## src/rtl/decim_clk_if.sv

```systemverilog
// -----------------------------------------------------------------------------
// decim_clk_if
//
// Bundles the control and status signals of the decimation clock generator.
//
//   master : the consumer side. Drives enable / log2Ratio (and syncIn when
//            built with DECIM_CLK_SYNC_EN). Observes strobe, clkOut, phase,
//            activeLog2 and ratioAck.
//   slave  : the generator side (decim_clk_gen).
//
// Signals
//   enable      count enable; low freezes the generator state
//   log2Ratio   requested log2 divide ratio (clamped inside the generator)
//   syncIn      phase-alignment pulse (only with DECIM_CLK_SYNC_EN)
//   strobe      one-cycle pulse per completed period
//   clkOut      registered 50%-duty divided clock
//   phase       current count value
//   activeLog2  ratio currently in effect
//   ratioAck    one-cycle pulse when a new ratio has been applied
//
// Optional feature macro: DECIM_CLK_SYNC_EN (adds syncIn).
// -----------------------------------------------------------------------------
interface decim_clk_if #(
  parameter int MAX_LOG2 = 8
);
  localparam int LW = $clog2(MAX_LOG2 + 1);

  logic                enable;
  logic [LW-1:0]       log2Ratio;
`ifdef DECIM_CLK_SYNC_EN
  logic                syncIn;
`endif
  logic                strobe;
  logic                clkOut;
  logic [MAX_LOG2-1:0] phase;
  logic [LW-1:0]       activeLog2;
  logic                ratioAck;

`ifdef DECIM_CLK_SYNC_EN
  modport master (
    output enable, log2Ratio, syncIn,
    input  strobe, clkOut, phase, activeLog2, ratioAck
  );

  modport slave (
    input  enable, log2Ratio, syncIn,
    output strobe, clkOut, phase, activeLog2, ratioAck
  );
`else
  modport master (
    output enable, log2Ratio,
    input  strobe, clkOut, phase, activeLog2, ratioAck
  );

  modport slave (
    input  enable, log2Ratio,
    output strobe, clkOut, phase, activeLog2, ratioAck
  );
`endif

endinterface : decim_clk_if

```

## src/rtl/decim_clk_gen.sv

```systemverilog
// -----------------------------------------------------------------------------
// decim_clk_gen
//
// Synchronous, counter-based clock divider for the decimation chain. Produces
// a one-cycle clock-enable strobe every 2^L input cycles, a registered
// 50%-duty divided clock and the running phase count. L is selectable at run
// time; a new ratio is only adopted at a period boundary, so no period is ever
// truncated or stretched.
//
// Parameters
//   MAX_LOG2      largest supported log2 ratio (phase counter width)
//   DEFAULT_LOG2  ratio loaded at reset, 1 <= DEFAULT_LOG2 <= MAX_LOG2
//
// Ports
//   clk   system clock, rising edge
//   rst   synchronous, active-high reset
//   bus   decim_clk_if.slave:
//           in : enable, log2Ratio (, syncIn)
//           out: strobe, clkOut, phase, activeLog2, ratioAck
//
// Optional feature macro: DECIM_CLK_SYNC_EN
//   When defined, bus.syncIn restarts the period (phase 0, clkOut 0) and
//   adopts the pending ratio immediately, regardless of enable. rst still
//   takes priority. Used to phase-align several generators.
// -----------------------------------------------------------------------------
module decim_clk_gen #(
  parameter int MAX_LOG2     = 8,
  parameter int DEFAULT_LOG2 = 6
) (
  input  logic       clk,
  input  logic       rst,
  decim_clk_if.slave bus
);

  localparam int LW = $clog2(MAX_LOG2 + 1);
  localparam int PW = MAX_LOG2;

  localparam logic [LW-1:0] DEFAULT_L = LW'(DEFAULT_LOG2);
  localparam logic [LW-1:0] MAX_L     = LW'(MAX_LOG2);
  localparam logic [LW-1:0] MIN_L     = LW'(1);

  // Registered state; every output is a direct register copy.
  logic [PW-1:0] phase;
  logic [LW-1:0] activeLog2;
  logic [LW-1:0] pendingLog2;
  logic          strobe;
  logic          clkOut;
  logic          ratioAck;

  // Next-state helpers.
  logic [LW-1:0] reqClamped;
  logic [PW-1:0] phaseInc;
  logic          atWrap;
  logic          ratioChange;

  // Last phase value of a period of length 2^l. Computed one bit wider so
  // that l == MAX_LOG2 yields all-ones instead of overflowing.
  function automatic logic [PW-1:0] lastPhase(input logic [LW-1:0] l);
    lastPhase = PW'(((PW + 1)'(1) << l) - (PW + 1)'(1));
  endfunction

  // One-hot mask selecting bit l-1 of the phase: the bit that is set for
  // exactly the upper half of the period, which is what clkOut follows.
  function automatic logic [PW-1:0] halfBit(input logic [LW-1:0] l);
    halfBit = PW'(((PW + 1)'(1) << l) >> 1);
  endfunction

  always_comb begin
    reqClamped = bus.log2Ratio;
    if (bus.log2Ratio == '0) begin
      reqClamped = MIN_L;
    end else if (bus.log2Ratio > MAX_L) begin
      reqClamped = MAX_L;
    end

    phaseInc    = phase + PW'(1);
    atWrap      = (phase == lastPhase(activeLog2));
    ratioChange = (pendingLog2 != activeLog2);
  end

  // NOTE: all state here uses non-blocking assignments so every register
  // samples the pre-edge values (e.g. ratioChange compares the old pending
  // and active ratios) regardless of statement order.
  always_ff @(posedge clk) begin
    if (rst) begin
      phase       <= '0;
      activeLog2  <= DEFAULT_L;
      pendingLog2 <= DEFAULT_L;
      strobe      <= 1'b0;
      clkOut      <= 1'b0;
      ratioAck    <= 1'b0;
    end else begin
      // The request is tracked every cycle, even while frozen, so the most
      // recent request is the one adopted at the next boundary.
      pendingLog2 <= reqClamped;

`ifdef DECIM_CLK_SYNC_EN
      if (bus.syncIn) begin
        phase      <= '0;
        clkOut     <= 1'b0;
        strobe     <= 1'b0;
        activeLog2 <= pendingLog2;
        ratioAck   <= ratioChange;
      end else
`endif
      if (!bus.enable) begin
        // Frozen: phase, clkOut and activeLog2 hold; pulses are suppressed.
        strobe   <= 1'b0;
        ratioAck <= 1'b0;
      end else if (atWrap) begin
        // Period boundary: the completed period still gets its strobe, and
        // this is the only point where a pending ratio change is adopted.
        phase      <= '0;
        clkOut     <= 1'b0;
        strobe     <= 1'b1;
        activeLog2 <= pendingLog2;
        ratioAck   <= ratioChange;
      end else begin
        phase    <= phaseInc;
        clkOut   <= |(phaseInc & halfBit(activeLog2));
        strobe   <= 1'b0;
        ratioAck <= 1'b0;
      end
    end
  end

  assign bus.phase      = phase;
  assign bus.activeLog2 = activeLog2;
  assign bus.strobe     = strobe;
  assign bus.clkOut     = clkOut;
  assign bus.ratioAck   = ratioAck;

endmodule : decim_clk_gen

```

## src/flat_wrapper.sv

```systemverilog
// flat-port wrapper written by rule: the top's interface ports become plain ports
module decim_clk_gen_flat 
#(
  parameter int MAX_LOG2     = 8,
  parameter int DEFAULT_LOG2 = 6
)
  (clk, rst, bus_enable, bus_log2Ratio, bus_strobe, bus_clkOut, bus_phase, bus_activeLog2, bus_ratioAck);
  decim_clk_if #(.MAX_LOG2(MAX_LOG2)) bus_i ();
  input  logic clk;
  input  logic rst;
  input wire logic [$bits(bus_i.enable)-1:0] bus_enable;
  input wire logic [$bits(bus_i.log2Ratio)-1:0] bus_log2Ratio;
  output wire logic [$bits(bus_i.strobe)-1:0] bus_strobe;
  output wire logic [$bits(bus_i.clkOut)-1:0] bus_clkOut;
  output wire logic [$bits(bus_i.phase)-1:0] bus_phase;
  output wire logic [$bits(bus_i.activeLog2)-1:0] bus_activeLog2;
  output wire logic [$bits(bus_i.ratioAck)-1:0] bus_ratioAck;
  assign bus_i.enable = bus_enable;
  assign bus_i.log2Ratio = bus_log2Ratio;
  assign bus_strobe = bus_i.strobe;
  assign bus_clkOut = bus_i.clkOut;
  assign bus_phase = bus_i.phase;
  assign bus_activeLog2 = bus_i.activeLog2;
  assign bus_ratioAck = bus_i.ratioAck;
  decim_clk_gen #(.MAX_LOG2(MAX_LOG2), .DEFAULT_LOG2(DEFAULT_LOG2)) u_core (.clk(clk), .rst(rst), .bus(bus_i));
endmodule
```

## config.mk

```make
export PLATFORM = sky130hd
export DESIGN_NAME = decim_clk_gen_flat
export DESIGN_NICKNAME = d
export VERILOG_FILES = /design/src/rtl/decim_clk_if.sv /design/src/rtl/decim_clk_gen.sv /design/src/flat_wrapper.sv
export SDC_FILE = /design/constraint.sdc
export NUM_CORES = 1
export LEC_CHECK = 0
export BUFFER_PORTS_ARGS = -buffer_cell sky130_fd_sc_hd__buf_2
export CAP_MARGIN = 20
export CORE_MARGIN = 2
export CORE_UTILIZATION = 30
export DETAILED_ROUTE_END_ITERATION = 7
export GPL_TIMING_DRIVEN = 0
export PLACE_DENSITY = 0.55
export SLEW_MARGIN = 20
export SYNTH_ARGS = -nofsm -noshare
export SYNTH_HDL_FRONTEND = slang
export SYNTH_SLANG_ARGS = --single-unit
```

## constraint.sdc

```tcl
create_clock -name clk -period 2.7 [get_ports clk]
set_input_delay 0.27 -clock clk [delete_from_list [all_inputs] [get_ports clk]]
set_output_delay 0.27 -clock clk [all_outputs]
set_load 0.02 [all_outputs]
```

# After elaboration in Yosys (flattened, before gate mapping)
# Index checks and enable logic that the tools add are counted.
[totals] reg_bits=19 inputBits=7 out_inout_bits=15 wordCells=27
[op_classes] n_addsub=2 order_cmp=1 eq_ne=2 shifts=1 muxes=5 bitwise=3 n_reduce_logical=6
[op_table] cell="<< shifter 1 x 4 -> 9 bit (first input constant)" count=1
[op_table] cell="adder 8 x 1 -> 8 bit (second input constant)" count=1
[op_table] cell="AND 8 bit" count=1
[op_table] cell="equality test 8 bit" count=1
[op_table] cell="two-way mux 8 bit" count=1
[op_table] cell="OR reduction 8 bit" count=1
[op_table] cell="subtractor 8 x 2 -> 8 bit (second input constant)" count=1
[op_table] cell="greater-than comparator 4 bit (second input constant)" count=1
[op_table] cell="logical NOT 4 bit" count=1
[op_table] cell="two-way mux 4 bit" count=1
[op_table] cell="!= test 4 bit" count=1
[op_table] cell="OR reduction 2 bit" count=2
[op_table] cell="two-way mux 3 bit" count=1
[op_table] cell="OR reduction 3 bit" count=1
[op_table] cell="two-way mux 1 bit" count=2
[op_table] cell="NOT 1 bit" count=2
[op_table] cell="AND reduction 2 bit" count=1

# Depth between registers and ports, before layout
[logic_depth] depth_word=5 mapped_depth=11 depth_no_buf=9

# Least setup slack after synthesis
# OpenSTA, ideal clock, no wires.
[synth_timing] kind="reg-to-reg" startpoint="register u_core.activeLog2[0] (netlist: u_core.bus.activeLog2[0])" endpoint="register u_core.activeLog2[0] (netlist: u_core.bus.activeLog2[0])" arrival_ns=2.671 setup_slack_ns=-0.042 stages_incl_launch_ff=12 n_path_buf=3 cell_sequence="dfxtp_1 clkbuf_1 clkbuf_1 nand3b_1 ha_1 clkbuf_1 xnor2_1 xnor2_1 a221oi_2 nand4b_4 nor3_4 mux2i_1"
[synth_via] elab_chain_len=4
[synth_rtl] item="from (decl)" line="decim_clk_gen.sv:44" rtl="logic [LW-1:0] activeLog2;"
[synth_rtl] item="from (signal assigned)" line="decim_clk_gen.sv:116" rtl="activeLog2 <= pendingLog2;"
[synth_rtl] item="<< shifter 1 x 4 -> 9 bit" line="decim_clk_gen.sv:59" rtl="lastPhase = PW'(((PW + 1)'(1) << l) - (PW + 1)'(1));"
[synth_rtl] item="subtractor 8 x 2 -> 8 bit" line="decim_clk_gen.sv:59"
[synth_rtl] item="equality test 8 bit" line="decim_clk_gen.sv:77" rtl="atWrap = (phase == lastPhase(activeLog2));"
[synth_rtl] item="AND reduction 2 bit (no line)"
# No other way between the ends.
# A chain may end at the register's enable or synchronous reset.

# Final worst setup path
[layout_timing] startpoint="register u_core.activeLog2[2] (netlist: u_core.bus.activeLog2[2])" endpoint="register u_core.phase[2] (netlist: u_core.bus.phase[2])"
[layout_via] elab_chain_len=4
[layout_rtl] item="<< shifter 1 x 4 -> 9 bit" line="decim_clk_gen.sv:59"
[layout_rtl] item="subtractor 8 x 2 -> 8 bit" line="decim_clk_gen.sv:59"
[layout_rtl] item="equality test 8 bit" line="decim_clk_gen.sv:77"
[layout_rtl] item="two-way mux 8 bit" line="decim_clk_gen.sv:110" rtl="end else if (atWrap) begin"
[layout_rtl] item="to (signal assigned)" line="decim_clk_gen.sv:119" rtl="phase <= phaseInc;"
[layout_rtl] item="to (decl)" line="decim_clk_gen.sv:43" rtl="logic [PW-1:0] phase;"
# No other way between the ends.

==> out/qor.csv <==
metric,value,unit
status,completed,
final max-slew violation count,0,
clk sinks,19,
worst ir drop on vdd,0.187,mV
Worst Skew,0.00694,ns
Mapped Cells,174,
FMAX,398,MHz
sequential share of the synthesized area,27.8,%
initial antenna violation count,0,
total wire length,3540,um
top-count cell post-synth,dfxtp_1,
CP Data Arrival Time,2.69,ns
number of synthesized register bits,19,
final setup TNS,0,ns
register area,383,um2
clock latency on the worst-skew pair,0.27,ns
core area,0.00438,mm2
largest cells by area after synthesis,"dfxtp_1 (28%), mux2i_1 (5.1%), xor2_1 (5.1%), nor2_1 (4.9%), a21oi_1 (3.7%)",
DRT iter0 DRCs,65,
drt pass-1 iters,4,
Hold Fails Final Rpt,0,
Initial Utilization,31.2,%
Worst Setup Path Type,reg2reg,
Root Buffer,clkbuf_8,
"EDFF count, synth",0,
CTS buffer count,3,
Nets,214,
Hold Crit Class,in2reg,
actual slew at the worst max-slew pin,0.500,ns
full die area,0.00512,mm2
number of global-route vias before repair,1184,
synthesized area,0.00137,mm2
post-synth top area share,27.8,%
die span in x,71.6,um
relative slew slack,66.7,%
post-synthesis cell type count,46,
Mean Syn Cell Area,7.87,um2
"Area growth, synth to finish",22.8,%
layout cells sized above 1,28.4,%
Mapped Nets,183,
clk buf depth,2,
CP required,2.88,ns
routed vias/inst,5.24,
# placed instances,247,
Leak,0.730,nW
Final ANT Viol Nets,0,
multi-input logic area,940,um2
Final Critical Period,2.51,ns
Power Density,324,mW/mm2
fin cells,256,
Clock transition at path regs,0.08,ns
# rows,24,
Hold WS,0.187,ns
CTS tree,done,
port bufs,21,
Placer Congestion,0.793,
Ports,22,
via count,1342,
cell taking the most area after synthesis,dfxtp_1,
hpwl dp,2500,um
Critical Path Sink Type,flop,
Max Cap Viol,0,
Async SR Flop Fraction,0,%
ys flop type,dfxtp_1,
startpoint types,flop,
CP Max Fanout,10,
global-route wire length before repair,5970,um
Yosys Warn Count,0,
period utilization,93.0,%
final setup fails,0,
routed len/inst,13.8,um
DRC,0,
GRT overflow,0,
largest net degree at the start of global routing,12,
Fillers,470,
Tot GR Track Use,14.8,%
CTS Hold Bufs,0,
Die Y,71.6,um
Antenna Cells,0,
most frequent cells after synthesis,"dfxtp_1 (19), nor2_1 (18), clkbuf_1 (12), nand2_1 (12), a21oi_1 (10)",
H-tree depth,1,
-- layout make-up --
class | instances | share of cell area [%]
clock buffer | 3 | 2.45
clock inverter | 1 | 0.297
inverter | 4 | 0.892
buffer | 14 | 4.09
tap | 52 | 3.87
multi-input combinational | 134 | 55.8
timing repair buffer | 29 | 9.81
sequential | 19 | 22.8
-- stage by stage --
step / setup WS (ns) / power [mW] / utilization, % / area (um2)
5_1_grt: -0.00132 / 0.565 / 38.4 / 1680
4_1_cts: 0.0340 / 0.549 / 37.0 / 1620
6_report: 0.190 / 0.545 / 38.4 / 1680
3_5_place_dp: -0.378 / 0.342 / 35.2 / 1540
2_1_floorplan: 0.0147 / 0.326 / - / 1370
3_3_place_gp: -0.355 / 0.341 / 35.2 / 1540
-- final timing paths --
path | end | cells past startpoint | slack [ns] | startpoint
max | u_core.bus.phase[2] | 11 | 0.19 | u_core.bus.activeLog2[2]
min reg2reg | u_core.bus.clkOut | 2 | 0.49 | u_core.bus.clkOut
max reg2reg | u_core.bus.phase[2] | 11 | 0.19 | u_core.bus.activeLog2[2]
min | u_core.pendingLog2[0] | 2 | 0.19 | bus_log2Ratio[3]
-- kinds of logic after synthesis --
logic type	share of synthesized area (%)
compound gates	18.9
simple gates	31.9
buf+inv	6.67
flops	27.8
fa+ha+maj	1.83
xor+xnor	7.03
mux	5.94
-- timing repair --
item,4_1_cts,5_1_grt
gates resized for setup,2,11
pin swaps,2,4
buffers inserted,5,3
setup endpoints to repair,12,13
-- sequential cells by signal, indices dropped and copies added, names as in the netlist --
register / cells
u_core.bus.activeLog2: 4
u_core.bus.clkOut: 1
u_core.bus.phase: 8
u_core.bus.ratioAck: 1
u_core.bus.strobe: 1
u_core.pendingLog2: 4
-- placed cells by master, fill, tap and decap left out, drive strengths merged, types with 2 or more instances in the layout --
| cell | instances |
|---|---|
| a31oi | 2 |
| o22ai | 2 |
| mux2i | 7 |
| xor2 | 8 |
| nor3 | 5 |
| nand2b | 7 |
| inv | 3 |
| o211ai | 2 |
| o21ai | 9 |
| nand3 | 8 |
| nand2 | 12 |
| nor4 | 6 |
| dfxtp | 19 |
| ha | 2 |
| buf | 35 |
| clkinv | 2 |
| and3 | 4 |
| a21oi | 10 |
| nor2b | 3 |
| nor2 | 18 |
| nand3b | 4 |
| xnor2 | 3 |
| a21o | 2 |
| nand4b | 3 |
| or3 | 2 |
| o2111ai | 2 |
| clkbuf | 11 |
-- routing by layer --
layer	vias up	track usage (%)	part of all wire (%)
li1	679	-	-
met1	630	21.1	48
met2	28	22.1	46
met3	5	2.11	3.8
met4	0	6.29	1.8
met5	-	0	0
-- where the power goes --
| part | leakage [nW] | internal (mW) | switching [mW] |
|---|---|---|---|
| Sequential | 0.156 | 0.286 | 0.00601 |
| Clock | 0.0255 | 0.103 | 0.106 |
| Combinational | 0.549 | 0.0173 | 0.0277 |
-- critical path: stages, from the launching register on --
cell and delay, ns:
dfxtp_1 0.35, buf_2 0.19, nor2_2 0.16, nand2_1 0.10, ha_2 0.27, or4b_1 0.47, nand2_1 0.08, a21oi_1 0.06
o22ai_2 0.25, nor3_4 0.08, buf_4 0.17, nor4_2 0.26
No activity file was read; power rests on OpenSTA's default activity.
